===== config.mk =====
export PLATFORM = sky130hd
export DESIGN_NAME = mem_share_shift_gen
export DESIGN_NICKNAME = d
export VERILOG_FILES = /design/src/rtl/mem_share_shift_gen.sv
export SDC_FILE = /design/constraint.sdc
export NUM_CORES = 1
export LEC_CHECK = 0
export ABC_AREA = 1
export CAP_MARGIN = 40
export CORE_MARGIN = 10
export CORE_UTILIZATION = 51
export DETAILED_ROUTE_END_ITERATION = 12
export PLACE_DENSITY = 0.83
export SYNTH_ARGS = -nofsm -noshare
export SYNTH_HDL_FRONTEND = slang
export SYNTH_SLANG_ARGS = --single-unit

===== constraint.sdc =====
create_clock -name sys_clk -period 2.1 [get_ports sys_clk]
set_clock_uncertainty 0.1 [all_clocks]
set_input_delay 0.42 -clock sys_clk [delete_from_list [all_inputs] [get_ports sys_clk]]
set_output_delay 0.42 -clock sys_clk [all_outputs]
set_load 0.05 [all_outputs]

===== src/rtl/mem_share_shift_gen.sv =====
// mem_share_shift_gen: READ_COL_ADDR -> SHIFT_GEN -> ISSUE datapath of the memShare scheduler
//
// Adds each accepted column address to a running delta, mod Z, and issues the
// result as a circular shift amount. A one-cycle isGtr_o pulse marks a wrap;
// the external delta reset generator answers with a toggle on delta_rst_i,
// which clears the delta register.
//
// Ports:
//   sys_clk        clock
//   rstn           synchronous active-low reset
//   en_i           scheduler enable
//   col_addr_i     column address from the base-matrix ROM
//   col_valid_i    col_addr_i valid
//   col_ready_o    ready to accept a column address
//   shift_o        generated shift amount
//   shift_valid_o  shift_o valid
//   shift_ready_i  downstream accepts shift_o
//   isGtr_o        one-cycle wrap pulse to the delta reset generator
//   delta_rst_i    toggle-encoded delta reset from the generator
//   err_o          sticky: an address >= Z was accepted
module mem_share_shift_gen #(
    parameter int   Z            = 96,
    parameter int   SHIFT_W      = $clog2(Z),
    parameter int   ADDR_W       = $clog2(Z),
    parameter logic RST_POLARITY = 1'b0
) (
    input  logic               sys_clk,
    input  logic               rstn,
    input  logic               en_i,
    input  logic [ADDR_W-1:0]  col_addr_i,
    input  logic               col_valid_i,
    output logic               col_ready_o,
    output logic [SHIFT_W-1:0] shift_o,
    output logic               shift_valid_o,
    input  logic               shift_ready_i,
    output logic               isGtr_o,
    input  logic               delta_rst_i,
    output logic               err_o
);
    typedef enum logic [1:0] {IDLE, READ_COL_ADDR, SHIFT_GEN, ISSUE} state_t;

    localparam logic [SHIFT_W:0] Z_S = (SHIFT_W+1)'(Z);
    localparam logic [ADDR_W:0]  Z_A = (ADDR_W+1)'(Z);

    state_t             state_q, state_d;
    logic [ADDR_W-1:0]  col_addr_q;
    logic [SHIFT_W-1:0] delta_q, shift_q, shift_d;
    logic [SHIFT_W:0]   sum;
    logic               hs, gtr, delta_clr, delta_rst_q, err_q;
    logic               col_ready_q, col_ready_d;
    logic               shift_valid_q, shift_valid_d;
    logic               is_gtr_q, is_gtr_d;

    assign hs        = state_q == READ_COL_ADDR && col_valid_i && col_ready_q;
    // Both operands are < Z, so the sum is < 2Z and one conditional subtract wraps it.
    assign sum       = (SHIFT_W+1)'(col_addr_q) + (SHIFT_W+1)'(delta_q);
    assign gtr       = sum >= Z_S;
    assign shift_d   = SHIFT_W'(gtr ? sum - Z_S : sum);
    // Any level change on the generator output is a clear request.
    assign delta_clr = delta_rst_i != delta_rst_q;

    always_ff @(posedge sys_clk) begin
        if (!rstn)
            state_q <= IDLE;
        else
            state_q <= state_d;
    end

    always_comb begin
        state_d = state_q;
        case (state_q)
            IDLE:          state_d = en_i ? READ_COL_ADDR : IDLE;
            READ_COL_ADDR: state_d = hs ? SHIFT_GEN : (en_i ? READ_COL_ADDR : IDLE);
            SHIFT_GEN:     state_d = ISSUE;
            ISSUE:         state_d = shift_ready_i ? (en_i ? READ_COL_ADDR : IDLE) : ISSUE;
            default:       state_d = IDLE;
        endcase
    end

    // Registered outputs: ready lags one cycle when leaving IDLE but is
    // immediate on the ISSUE -> READ_COL_ADDR return, giving 3-cycle throughput.
    always_comb begin
        col_ready_d   = state_d == READ_COL_ADDR && state_q != IDLE;
        shift_valid_d = state_d == ISSUE;
        is_gtr_d      = state_q == SHIFT_GEN && gtr;
    end

    always_ff @(posedge sys_clk) begin
        if (!rstn) begin
            col_ready_q   <= 1'b0;
            shift_valid_q <= 1'b0;
            is_gtr_q      <= 1'b0;
            err_q         <= 1'b0;
            col_addr_q    <= '0;
            shift_q       <= '0;
            delta_q       <= '0;
            delta_rst_q   <= RST_POLARITY;
        end else begin
            col_ready_q   <= col_ready_d;
            shift_valid_q <= shift_valid_d;
            is_gtr_q      <= is_gtr_d;
            delta_rst_q   <= delta_rst_i;
            if (hs)
                col_addr_q <= col_addr_i;
            if (hs && {1'b0, col_addr_i} >= Z_A)
                err_q <= 1'b1;
            if (state_q == SHIFT_GEN)
                shift_q <= shift_d;
            // Clear wins over the SHIFT_GEN capture.
            if (delta_clr)
                delta_q <= '0;
            else if (state_q == SHIFT_GEN)
                delta_q <= shift_d;
        end
    end

    assign col_ready_o   = col_ready_q;
    assign shift_valid_o = shift_valid_q;
    assign shift_o       = shift_q;
    assign isGtr_o       = is_gtr_q;
    assign err_o         = err_q;
endmodule


* Word-level counts from Yosys, hierarchy flattened
Cells that the tools add are included.
Widths: inputs -> output; s select.
** Storage, ports and cells
- Register bits :: 28
** Cells by class
- Add/subtract/negate cells :: 2
- Order comparisons :: 2
- Equal/unequal tests :: 6
- Mux-type cells :: 5
- Bitwise gates (word level) :: 1
- Reduce and logical (&&, ||, !) cells :: 8
** Operators with widths (number)
- $add 7x7->8 :: 1
- $ge 8x7->1 const B :: 1
- $pmux 2 s4 :: 1
- $ge 7x7->1 const B :: 1
- $mux 7 :: 1
- $sub 7x7->7 const B :: 1
- $eq 2x2->1 const B :: 3
- $logic_and 1x1->1 :: 5
- $eq 2x1->1 const B :: 2
- $mux 2 :: 2
- $logic_not 2->1 :: 1
- $reduce_bool 2->1 :: 1
- $reduce_or 2->1 :: 1
- $mux 1 :: 1
- $ne 1x1->1 :: 1
- $not 1->1 :: 1

* Longest topological paths before layout
- Depth in word-level cells :: 7
- Depth in mapped cells :: 14
- Gate-level depth less buffers :: 14

* Worst setup path after synthesis
Ideal clock, no wire load.
- Path type :: reg2reg
- From :: reg col_addr_q[0]
- To :: reg shift_q[6] (netlist: shift_o[6])
- Data arrival time :: 1.526 ns
- Required time :: 1.868 ns
- Setup slack :: 0.341 ns
- Stages on the path, launching flop included :: 14
- Path buffers :: 0
- Clock period less this slack :: 1.759 ns
- Cell sequence :: dfxtp_1 > ha_1 > inv_1 > fa_1 > inv_1 > nand2_1 > nand2_1 > nand3_1 > nand2_1 > nand2_1 > nand2_2 > nand2_1 > nand3_1 > a21oi_1
** On the way
- Longest elaborated chain between the ends :: 3
** Ends and longest elaborated chain
- start: declaration :: line 46 : logic [ADDR_W-1:0] col_addr_q;
- start signal: assignment :: line 104 : col_addr_q <= col_addr_i;
- $add 7x7->8 (*) :: line 56 : assign sum = (SHIFT_W+1)'(col_addr_q) + (SHIFT_W+1)'(delta_q);
- $sub 7x7->7 / $ge 8x7->1 (equally long branches) :: line 58, 57
- $mux 7 (*) :: line 58 : assign shift_d = SHIFT_W'(gtr ? sum - Z_S : sum);
- end signal: assignment :: line 108 : shift_q <= shift_d;
- end: declaration :: line 47 : logic [SHIFT_W-1:0] delta_q, shift_q, shift_d;
Every way passes the cells marked *; elsewhere a longest branch is shown, timed or not.
A chain may end at the register's enable or synchronous reset.

* Final worst setup path
- From :: reg col_ready_q (netlist: col_ready_o)
- To :: out col_ready_o
** RTL lines
- start: declaration :: line 50 : logic col_ready_q, col_ready_d;
- start signal: assignment :: line 99 : col_ready_q <= col_ready_d;
- end: declaration :: line 32 : output logic col_ready_o,
No word-level cell between the ends.

==> impl_metrics.toml <==
[grt]
grt_max_degree = 17
grt_pass1_vias = 1156
grt_pass1_wl_microns = 4920
gr-total-overflow = 0
grt_usage_pct = 11.3
antenna_found_initial = 0

[synth]
async_reset_ff_share_pct = 0
synth_cell_types = 25
synth_area_per_cell_sq_um = 7.30
synth_area_leader_cell = "dfxtp_1"
synth_top_area_share_pct = 42.2
synthFlopType = "dfxtp_1"
synth_edf_count = 0
netlist_area_sq_um = 1330
synth_area_leaders = "dfxtp_1, nand2_1, a21oi_1"
ys_seq_area_share_pct = 42.2
ys_ff_latch = 28
synthTopCellsByCount = "nand2_1, dfxtp_1, nor2_1, a21oi_1, inv_1"
syn_inst = 182
syn-num-nets = 203
yosysWarnings = 0
yosysMostFrequentCell = "nand2_1"

[cells_and_area]
drive_gt1_share_pct = 11.0
fin_cells = 239
n_antenna_cell = 0
fin_nets = 231
area_growth_pct = 24.1

[clock_network]
clk_pin_slew_ps = 140
htreeDepth = 1
cts-buffers-inserted = 3
postCtsSetupBuffers = 0
clkLatencyLatePin_ps = 330
clock-root-buffer = "clkbuf_4"
ctsHoldBuffers = 0
tritoncts = "built"
clk_path_buf_depth = 2
clkSinkCount = 28

[power]
p_sw_share_pct = 22.0
seqPwrFrac_pct = 62.5
p_per_area_nw_per_um2 = 527
leakagePower_nw = 0.692
p_comb_share_pct = 7.8
p_int_mw = 0.678
clockPowerShare_pct = 29.7
p_sw_mw = 0.191
ir_drop_mv = 0.450

[placement]
dp.cells = 235
pre_cts_ws_ps = 164
gp_congestion = 0.910
dp_hpwl_microns = 2280
portBuffers = 23

[critical_path]
crit_chain = "clkdlybuf4s50_1"
start_kind = "flip-flop"
r2r_end = "delta_q[6]"
critPathSlowestCell = "clkdlybuf4s50_1"
crit_arrival_ps = 1530
r2r_start = "delta_q[0]"
path_delay_family = "buffers and inverters"
cp.required_ps = 1580
worstSetupEndpointType = "output pin"
crit_fanout = 2
reg2reg_depth = 12
rrSetupSlack_ps = 100
crit_buf_inv = 1
cpPeakStageDelay_ps = 820
critPathKind = "flip-flop to output pin"

[floorplan]
die_area_sq_um = 5050
rows = 18
core_area_sq_um = 2480
fp.dieW_microns = 71.0
io-pin-count = 24
initial_core_util_pct = 53.6
die_h_microns = 71.0

[sta]
finalSetupViolCount = 0
finalWorstSetupSlack_ps = 52.2
worst_pin_slew_ps = 508
slew_headroom_pct = 66.0
clock.fmax_mhz = 488
hold_viol_final = 0
finalCriticalPeriod_ps = 2050
period_share_pct = 97.5
drv_slew = 0

[worst_hold_path]
hold_class = "flip-flop to flip-flop"
worstHoldStart = "err_o"
min_to = "err_o"
min_delay_path_depth = 2

[outcome]
status = "finished clean"

[drt]
vias_per_cell = 5.01
remaining_drc_errors = 0
wl_per_cell_microns = 12.0
ant_nets = 0
drt_first_pass_iters = 4
num_vias = 1197
drt_iter0_drc = 50
totalWireLength_microns = 2860

[flow_run]
drv_cap = 0
## worst reg2reg max path, stage by stage, from the launching register on
cell and delay (ps):
dfxtp_1 360, ha_1 160, inv_1 60, fa_1 390, inv_1 70, nand2_1 70, nand2_1 80, nand3_1 100
nand3_1 100, nand2_2 80, nand2_1 130, nand3_2 110, a21oi_1 140
## power groups by stage
stage	registers (mW)	clock network, mW	logic (mW)
finish	0.543	0.258	0.0681
global placement	0.554	0	0.0662
CTS	0.543	0.264	0.0682
detailed placement	0.554	0	0.0679
floorplan	0.557	0	0.0270
global route	0.544	0.288	0.0751
## repair_timing
action | CTS | global route
endpoints found under the hold margin | 0 | 0
gates resized for setup | 0 | 3
setup endpoints to repair | 0 | 2
## final cells by class
type,count,area [sq um]
clock buffers,4,36.3
flip-flops and latches,28,562
inverters,26,97.6
well taps,30,37.5
fillers,200,828
multi-input cells,126,671
repair buffers,25,245
## stage by stage
| step | instance area (sq um) | util (%) | power [mW] | setup TNS, ps | hold slack (ps) |
|---|---|---|---|---|---|
| final | 1650 | 66.6 | 0.869 | 0 | 366 |
| after CTS | 1640 | 66.2 | 0.875 | 0 | 367 |
| after global placement | 1600 | 64.7 | 0.620 | 0 | 337 |
| after global routing | 1650 | 66.6 | 0.907 | -23.3 | 394 |
| after floorplan | 1330 | - | 0.584 | 0 | 348 |
| after detailed placement | 1600 | 64.7 | 0.622 | 0 | 348 |
## how the worst max path moves through the flow
stage                             start           to  slack [ps]  cells after the start
after floorplan           col_addr_q[0]   shift_o[6]         340                     13
after global placement    col_addr_q[0]   delta_q[6]         280                     13
after detailed placement  col_addr_q[0]   delta_q[6]         160                     13
after CTS                   col_ready_o  col_ready_o          40                      1
after global routing         delta_q[0]   delta_q[6]         -20                     12
final                       col_ready_o  col_ready_o          50                      1
## kinds of logic (layout without fill, tap and decap cells)
| group | after synthesis | after routing | synth area share [%] |
|---|---|---|---|
| fa+ha+maj | 8 | 8 | 8.10 |
| simple gates | 82 | 82 | 26.5 |
| buf+inv | 28 | 55 | 8.00 |
| flops | 28 | 28 | 42.2 |
| xor+xnor | 2 | 2 | 1.32 |
| compound gates | 34 | 34 | 13.9 |
## sequential cells by signal, summed over array words and instances, names as in the netlist, 2 cells and up
signal      cells
delta_q         7
state_q         2
shift_o         7
col_addr_q      7
## metal layers
layer / GRT usage (%) / up-vias / share of wire [%] / wire length (microns)
met2: 19.0 / 29 / 49 / 1400
li1: - / 639 / - / -
met5: 0 / - / 0 / 0
met4: 3.87 / 0 / 1.4 / 39
met3: 3.63 / 6 / 6.2 / 177
met1: 13.1 / 523 / 43 / 1240
## cell usage in the layout (no fill, tap or decap)
cell,Yosys,routed
nand3_2,1,2
nand2_1,44,44
dfxtp_2,0,1
or2_1,1,1
o21ai_0,7,7
dfxtp_1,28,27
clkdlybuf4s50_1,0,23
nor3b_1,1,1
fa_1,1,1
xnor2_1,1,1
nor2_4,1,1
o21ai_1,5,5
xor2_1,1,1
a211oi_2,1,1
buf_4,0,2
nor2_1,20,20
nand2_2,1,1
ha_1,7,7
inv_1,18,18
a21oi_2,2,3
a21oi_1,19,18
nand3_1,10,9
clkinv_1,1,1
nor3_1,2,2
inv_2,7,7
clkbuf_4,0,3
nor3_2,1,1
clkbuf_8,0,1
No activity file was read; power rests on OpenSTA's default activity.
